**src/rtl/cla_pkg.sv**
```systemverilog
// Shared types and defaults for the frame accumulator and its adder.
package cla_pkg;

    typedef enum logic [1:0] {
        IDLE  = 2'd0,
        ACCUM = 2'd1,
        HOLD  = 2'd2
    } state_t;

    localparam int FRAME_LEN_DEF = 4;
    localparam int COUNT_W       = 4;

endpackage

```
**src/rtl/CLA_16BIT.sv**
```systemverilog
// Carry-lookahead adder; carries are resolved per 4-bit group from the
// group's incoming carry, so each group's internal carries do not ripple.
module CLA_16BIT #(
    parameter int WIDTH = 16
) (
    input  logic [WIDTH-1:0] a,
    input  logic [WIDTH-1:0] b,
    input  logic             cin,
    output logic [WIDTH-1:0] sum,
    output logic             cout
);

    logic [WIDTH-1:0] g;
    logic [WIDTH-1:0] p;
    logic [WIDTH:0]   c;

    always_comb begin
        g    = a & b;
        p    = a ^ b;
        c    = '0;
        c[0] = cin;
        for (int i = 0; i < WIDTH; i++) begin
            logic cc;
            cc = c[(i / 4) * 4];
            for (int j = (i / 4) * 4; j <= i; j++) begin
                cc = g[j] | (p[j] & cc);
            end
            c[i + 1] = cc;
        end
        sum = p ^ c[WIDTH-1:0];
    end

    assign cout = c[WIDTH];

endmodule

```
**src/rtl/cla_accumulator.sv**
```systemverilog
// Sums FRAME_LEN operands per frame through the CLA and holds the result
// until the downstream handshake.
//
//   state | meaning
//   IDLE  | no operand taken yet in this frame
//   ACCUM | frame in progress, more operands expected
//   HOLD  | result presented, input stalled until out_ready
module cla_accumulator
    import cla_pkg::*;
#(
    parameter int WIDTH     = 16,
    parameter int FRAME_LEN = FRAME_LEN_DEF
) (
    input  logic               clk,
    input  logic               reset_n,
    input  logic               clear,
    input  logic               in_valid,
    output logic               in_ready,
    input  logic [WIDTH-1:0]   in_data,
    output logic               out_valid,
    input  logic               out_ready,
    output logic [WIDTH-1:0]   out_sum,
    output logic               out_ovf,
    output logic [COUNT_W-1:0] out_count
);

    localparam logic [COUNT_W-1:0] LAST = COUNT_W'(FRAME_LEN);

    state_t             state, state_nxt;
    logic [WIDTH-1:0]   acc, acc_nxt, add_sum;
    logic               ovf, ovf_nxt, add_cout;
    logic [COUNT_W-1:0] count, count_nxt;
    logic               xfer;

    CLA_16BIT #(.WIDTH(WIDTH)) u_cla (
        .a    (acc),
        .b    (in_data),
        .cin  (1'b0),
        .sum  (add_sum),
        .cout (add_cout)
    );

    assign in_ready  = (state != HOLD);
    assign out_valid = (state == HOLD);
    assign out_sum   = acc;
    assign out_ovf   = ovf;
    assign out_count = count;

    always_comb begin
        state_nxt = state;
        acc_nxt   = acc;
        ovf_nxt   = ovf;
        count_nxt = count;
        xfer      = in_valid && in_ready;
        // clear wins over any transfer or handshake in the same cycle
        if (clear) begin
            state_nxt = IDLE;
            acc_nxt   = '0;
            ovf_nxt   = 1'b0;
            count_nxt = '0;
        end else begin
            case (state)
                IDLE, ACCUM: begin
                    if (xfer) begin
                        acc_nxt   = add_sum;
                        ovf_nxt   = ovf | add_cout;
                        count_nxt = count + 1'b1;
                        state_nxt = (count_nxt == LAST) ? HOLD : ACCUM;
                    end
                end
                HOLD: begin
                    if (out_ready) begin
                        state_nxt = IDLE;
                        acc_nxt   = '0;
                        ovf_nxt   = 1'b0;
                        count_nxt = '0;
                    end
                end
                default: state_nxt = IDLE;
            endcase
        end
    end

    always_ff @(posedge clk or negedge reset_n) begin
        if (!reset_n) begin
            state <= IDLE;
            acc   <= '0;
            ovf   <= 1'b0;
            count <= '0;
        end else begin
            state <= state_nxt;
            acc   <= acc_nxt;
            ovf   <= ovf_nxt;
            count <= count_nxt;
        end
    end

endmodule
```
**config.mk**
```make
export PLATFORM = sky130hd
export DESIGN_NAME = cla_accumulator
export DESIGN_NICKNAME = d
export VERILOG_FILES = /design/src/rtl/cla_pkg.sv /design/src/rtl/CLA_16BIT.sv /design/src/rtl/cla_accumulator.sv
export SDC_FILE = /design/constraint.sdc
export NUM_CORES = 1
export LEC_CHECK = 0
export CAP_MARGIN = 15
export CORE_MARGIN = 2
export CORE_UTILIZATION = 40
export CTS_BUF_LIST = sky130_fd_sc_hd__clkbuf_8
export DETAILED_ROUTE_END_ITERATION = 10
export GPL_TIMING_DRIVEN = 1
export PLACE_DENSITY = 0.7
export SLEW_MARGIN = 20
export SYNTH_ARGS = -nofsm -noshare
export SYNTH_HDL_FRONTEND = slang
export SYNTH_SLANG_ARGS = --single-unit
```
**constraint.sdc**
```tcl
create_clock -name clk -period 9.1 [get_ports clk]
set_input_delay 1.82 -clock clk [delete_from_list [all_inputs] [get_ports clk]]
set_output_delay 1.82 -clock clk [all_outputs]
set_load 0.01 [all_outputs]
```
Yosys cells after proc, flatten, opt, wreduce, memory -nomap -nowiden
Cells that the tools add are included.
{ "classes": {"eq_ne": 6, "bitwise": 34, "addsub": 1, "n_mux": 17, "reduce_logical": 6} }
{ "ops": {"columns": ["op", "n"], "rows": [
  ["16-bit 2-to-1 mux", 3],
  ["16-bit case mux with 2 select lines", 1],
  ["16-bit bitwise XOR", 2],
  ["16-bit AND", 1],
  ["1-bit bitwise OR", 16],
  ["1-bit AND", 15],
  ["4-bit 2-to-1 mux", 3],
  ["2-bit 2-to-1 mux", 4],
  ["4-bit case mux with 2 select lines", 1],
  ["4-bit by 1-bit adder with 4-bit output (second input constant)", 1],
  ["4-bit by 3-bit == test with 1-bit output (second input constant)", 1],
  ["2-bit case mux with 2 select lines", 1],
  ["1-bit 2-to-1 mux", 3],
  ["3-bit by 2-bit inequality test with 1-bit output (second input constant)", 1],
  ["3-bit inequality test (second input constant)", 1],
  ["3-bit AND reduction", 1],
  ["3-bit nonzero test", 1],
  ["2-bit by 1-bit == test with 1-bit output (second input constant)", 1],
  ["2-bit == test (second input constant)", 1],
  ["2-bit zero test", 1],
  ["2-bit inequality test (second input constant)", 1],
  ["1-bit case mux with 2 select lines", 1],
  ["2-bit AND reduction", 1],
  ["2-bit OR reduction", 1],
  ["1-bit logical AND", 1]
]} }
{ "word_totals": {"output_inout_bits": 23, "ff_bits": 23, "wordCells": 68, "inputBits": 21} }

Logic depth before layout (Yosys ltp)
{ "logic_depth": {"ltp_word": 35, "depth_mapped": 20, "mapped_depth_nobuf": 20} }

Modules after synthesis
A second synthesis with hierarchy kept.
{ "hier_totals": {"hier_cells": 104, "area_unflattened_um2": 1363.8} }
{ "by_module_without_submodules": {"columns": ["module", "cells_per_inst", "area_per_inst_um2", "n_inst", "seq_area_each_um2"], "rows": [
  ["cla_accumulator", 78, 1006.0, 1, 575.6],
  ["CLA_16BIT", 26, 357.8, 1, 0.0]
]} }

Least setup slack after synthesis
No wires, ideal clock.
{ "synth_timing": {"path_kind": "input port to flip-flop", "from": "input in_data[0]", "to": "register ovf (netlist: out_ovf)", "slack_ps": 1060, "setup_time_ps": 94, "required_ps": 9006, "path_buffers": 0, "t_arrival_ps": 7946, "path_stages": 20, "cell_sequence": "ha_1 > inv_1 > fa_1 > fa_1 > fa_1 > fa_1 > fa_1 > fa_1 > fa_1 > fa_1 > fa_1 > fa_1 > fa_1 > fa_1 > fa_1 > fa_1 > fa_1 > inv_1 > o31ai_1 > a211oi_1"} }
{ "synth_via": {"elab_chain_len": 35} }
{ "synth_lines": {"columns": ["element", "line_no", "text"], "rows": [
  ["start: declaration", "cla_accumulator.sv:19", "input logic [WIDTH-1:0] in_data,"],
  ["16-bit AND", "CLA_16BIT.sv:18", "g = a & b;"],
  ["1-bit AND", "CLA_16BIT.sv:26", "cc = g[j] | (p[j] & cc);"],
  ["1-bit bitwise OR", "CLA_16BIT.sv:26", null],
  ["1-bit AND", "CLA_16BIT.sv:26", null],
  ["1-bit bitwise OR", "CLA_16BIT.sv:26", null],
  ["1-bit AND", "CLA_16BIT.sv:26", null],
  ["1-bit bitwise OR", "CLA_16BIT.sv:26", null],
  ["1-bit AND", "CLA_16BIT.sv:26", null],
  ["(+19 left out)", null, null],
  ["1-bit AND", "CLA_16BIT.sv:26", null],
  ["1-bit bitwise OR", "CLA_16BIT.sv:26", null],
  ["1-bit AND", "CLA_16BIT.sv:26", null],
  ["1-bit bitwise OR", "CLA_16BIT.sv:26", null],
  ["1-bit bitwise OR", "cla_accumulator.sv:66", "ovf_nxt = ovf | add_cout;"],
  ["1-bit 2-to-1 mux", "cla_accumulator.sv:64", "if (xfer) begin"],
  ["1-bit case mux with 2 select lines", "cla_accumulator.sv:62", "case (state)"],
  ["1-bit 2-to-1 mux", "cla_accumulator.sv:56", "if (clear) begin"],
  ["end signal: assignment", "cla_accumulator.sv:93", "ovf <= ovf_nxt;"],
  ["end: declaration", "cla_accumulator.sv:31", "logic ovf, ovf_nxt, add_cout;"]
]} }
No other way between the ends. The select of a mux whose other input is x is not followed.
A chain may end at the register's enable or synchronous reset.

Worst setup path after layout
Ends and elaborated chain as after synthesis.

==> results.toml <==
[synthesis]
avgSynthCellArea_um2 = 11.93
yosysUniqueCellTypes = 31
syn-cell-area_um2 = 1468
syn-instance-count = 123
synth-seq-cells = 23
yosys_warnings = 0
seq_area_frac_synth_pct = 39.22
synth_nets = 162

[worst_setup_path]
critPathRequiredTime_ns = 9.27
r2r-end = "out_ovf"
max_stage_delay_ns = 0.46
critPathKind = "primary input to register"
r2r-start = "out_sum[0]"
cp-start-kind = "primary input"
crit_fanout = 1
end_kind = "register"
ff2ff_path_depth = 20
cpMostUsedCell = "fa_1"
reg2reg_slack_ns = 2.19
path_cells = "clkdlybuf4s50_1, ha_1, inv_1, fa_1, fa_1, fa_1, fa_1, fa_1, fa_1, fa_1, fa_1, fa_1, fa_1, fa_1, fa_1, fa_1, fa_1, fa_1, inv_1, o31ai_1, a211oi_1"
cp.arrival_ns = 8.71
critical-path-slowest-cell = "clkdlybuf4s50_1"

[timing]
hold_slack_ns = 0.5210
fin_setup_tns_ns = 0
setup_violations = 0
finalHoldViolCount = 0
finalCritPeriodShare_pct = 93.81
post-route-min-period_ns = 8.537
rsz0062_at_grt = "false"
fmax_ghz = 0.1171
skew_ns = 0.002517
max_slew_margin_pct = 51.53
maxSlewViolCount = 0
worstMarginPinSlew_ns = 0.7247

[job]
cap_violations = 0

[cts]
cts_setup_buffers = 0
cts-root-buf = "clkbuf_8"
cts_tree = "yes"
cts_buffer_depth = 2
postCtsHoldBufs = 0
htreeDepth = 1
clock_sinks = 23
cts_resized = 0
clock_latency_ns = 0.26
cts.clk_slew.worst_paths_ns = 0.08
cts_made_buffers = 3

[die]
start_util_pct = 40.70
die_area_um2 = 4170
core-area_um2 = 3606
rows = 22
die_y_um = 64.58
die_w_um = 64.58
ios = 44

[cells_and_area]
final_common_cell = "clkdlybuf4s50_1"
final_cells = 213
final_cell_mix = "42 x clkdlybuf4s50_1, 35 x inv_1, 23 x dfrtp_1, 15 x o2bb2ai_1, 15 x fa_1"
multi_input_comb_area_um2 = 705.7
antenna-diode-count = 0
drive_gt1_share_pct = 5.455
register_area_um2 = 575.6
fill_cells = 335
area_growth_pct = 32.14
final_nets = 205

[min_path]
whs_path_depth = 1
min_from = "out_sum[7]"
min_to = "out_sum[7]"
min_path_type = "register to register"

[pwr]
seq_power_share_pct = 45.0
switchingPower_mw = 0.08276
netSwitchingFraction_pct = 30.01
clkPwrFrac_pct = 22.3
p_per_area_nw_per_um2 = 142.2
intPower_mw = 0.1930
finalPower_mw = 0.2758
peakVddDrop_mv = 0.06313
p_leak_nw = 0.8381
comb_power_share_pct = 32.6

[drt]
dr.first_iter.drc_count = 30
viasPerCell = 4.925
ant_nets = 0
first_pass_iters = 4
wire_per_inst_um = 13.61
vias = 1049
routed_wl_mm = 2.899
drcViolationCount = 0

[global_route]
grt_pass1_wl_mm = 4.981
antenna_found_initial = 0
grt_remaining_overflow = 0
grt_max_degree = 24
grt_pass1_vias = 1058
grt.total_usage_pct = 15.59

[place]
port_buffers = 43
gp_congestion = 0.7397
placed_cells = 209
dp_hpwl_mm = 2.213

[status]
outcome = "finished, final reports clean"
-- state kept, by name, summed over array words and instances (netlist names) --
register and flops:
out_sum 16, out_count 4, out_ovf 1, state 2
-- routing by layer --
| layer | GRT usage [%] | routed length, µm | share of wire (%) |
|---|---|---|---|
| met3 | 1.215 | 92 | 3.2 |
| met5 | 0 | 0 | 0 |
| met1 | 21.35 | 1355 | 47 |
| met2 | 25.39 | 1390 | 48 |
| met4 | 7.181 | 61 | 2.1 |
-- how the worst max path moves through the flow --
stage / from / endpoint / slack (ns)
6_report: in_data[0] / out_ovf / 0.56
5_1_grt: in_data[0] / out_ovf / 0.33
2_1_floorplan: in_data[0] / out_ovf / 1.06
3_5_place_dp: in_data[0] / out_ovf / 0.27
3_3_place_gp: in_data[0] / out_ovf / 0.38
4_1_cts: in_data[0] / out_ovf / 0.56
-- cells by family after synthesis --
logic type	share of synthesized area [%]
multiplexers	1.449
adder cells (fa/ha/maj)	23.02
AO/OA/AOI/OAI	15.35
buffers and inverters	12.70
flip-flops	39.22
AND/OR/NAND/NOR	8.270
-- worst max-delay path: cells and delay by family --
kind            cells  cell delay (ns)
fa+ha+maj          16             6.02
buf+inv             3             0.58
compound gates      2             0.31
-- power groups by stage --
stage / Combinational [mW] / Clock, mW / Sequential, mW
after floorplan: 0.0427 / 0 / 0.130
after global placement: 0.0891 / 0 / 0.126
after detailed placement: 0.0912 / 0 / 0.126
after CTS: 0.0920 / 0.0657 / 0.124
after global routing: 0.102 / 0.0691 / 0.127
final: 0.0900 / 0.0616 / 0.124
-- layout make-up --
type	count	area share [%]
clock inverters	1	0.1935
repair buffers	43	21.94
well taps	48	3.097
clock buffers	3	2.129
multi-input cells	61	36.39
flip-flops and latches	23	29.68
inverters	34	6.581
-- synthesized netlist by cell type --
library cell | instances | area (µm²)
mux2i_1 | 1 | 10.01
mux2_2 | 1 | 11.26
or3b_1 | 1 | 8.760
and3_2 | 1 | 7.510
a211oi_1 | 1 | 7.510
a21o_1 | 1 | 7.510
nor2_1 | 1 | 3.750
a21bo_2 | 1 | 10.01
a22o_1 | 2 | 17.52
o2bb2ai_1 | 15 | 131.4
a32o_1 | 1 | 10.01
a31oi_1 | 1 | 6.260
nor3b_1 | 2 | 15.01
clkbuf_8 | 1 | 13.76
nand2b_1 | 1 | 6.260
ha_1 | 3 | 37.54
nor3_4 | 1 | 16.27
o32ai_1 | 2 | 17.52
and2b_2 | 1 | 8.760
nand2_1 | 1 | 3.750
nand3b_1 | 1 | 7.510
inv_1 | 34 | 127.6
nor4bb_1 | 1 | 10.01
and4b_1 | 1 | 10.01
nor4_1 | 1 | 6.260
o31ai_1 | 1 | 7.510
and3b_1 | 2 | 17.52
dfrtp_1 | 23 | 575.6
fa_1 | 15 | 300.3
o32a_1 | 1 | 10.01
buf_6 | 4 | 45.04
-- per-stage QoR --
| step | worst slack, ns | area [µm²] | utilization [%] |
|---|---|---|---|
| 3_5_place_dp | 0.2662 | 1899 | 52.67 |
| 3_3_place_gp | 0.3776 | 1899 | 52.67 |
| 4_1_cts | 0.5618 | 1944 | 53.92 |
| 2_1_floorplan | 1.060 | 1468 | - |
| 5_1_grt | 0.3253 | 1939 | 53.78 |
| 6_report | 0.5631 | 1939 | 53.78 |
Note: power is estimated with default switching activity, not from simulation.
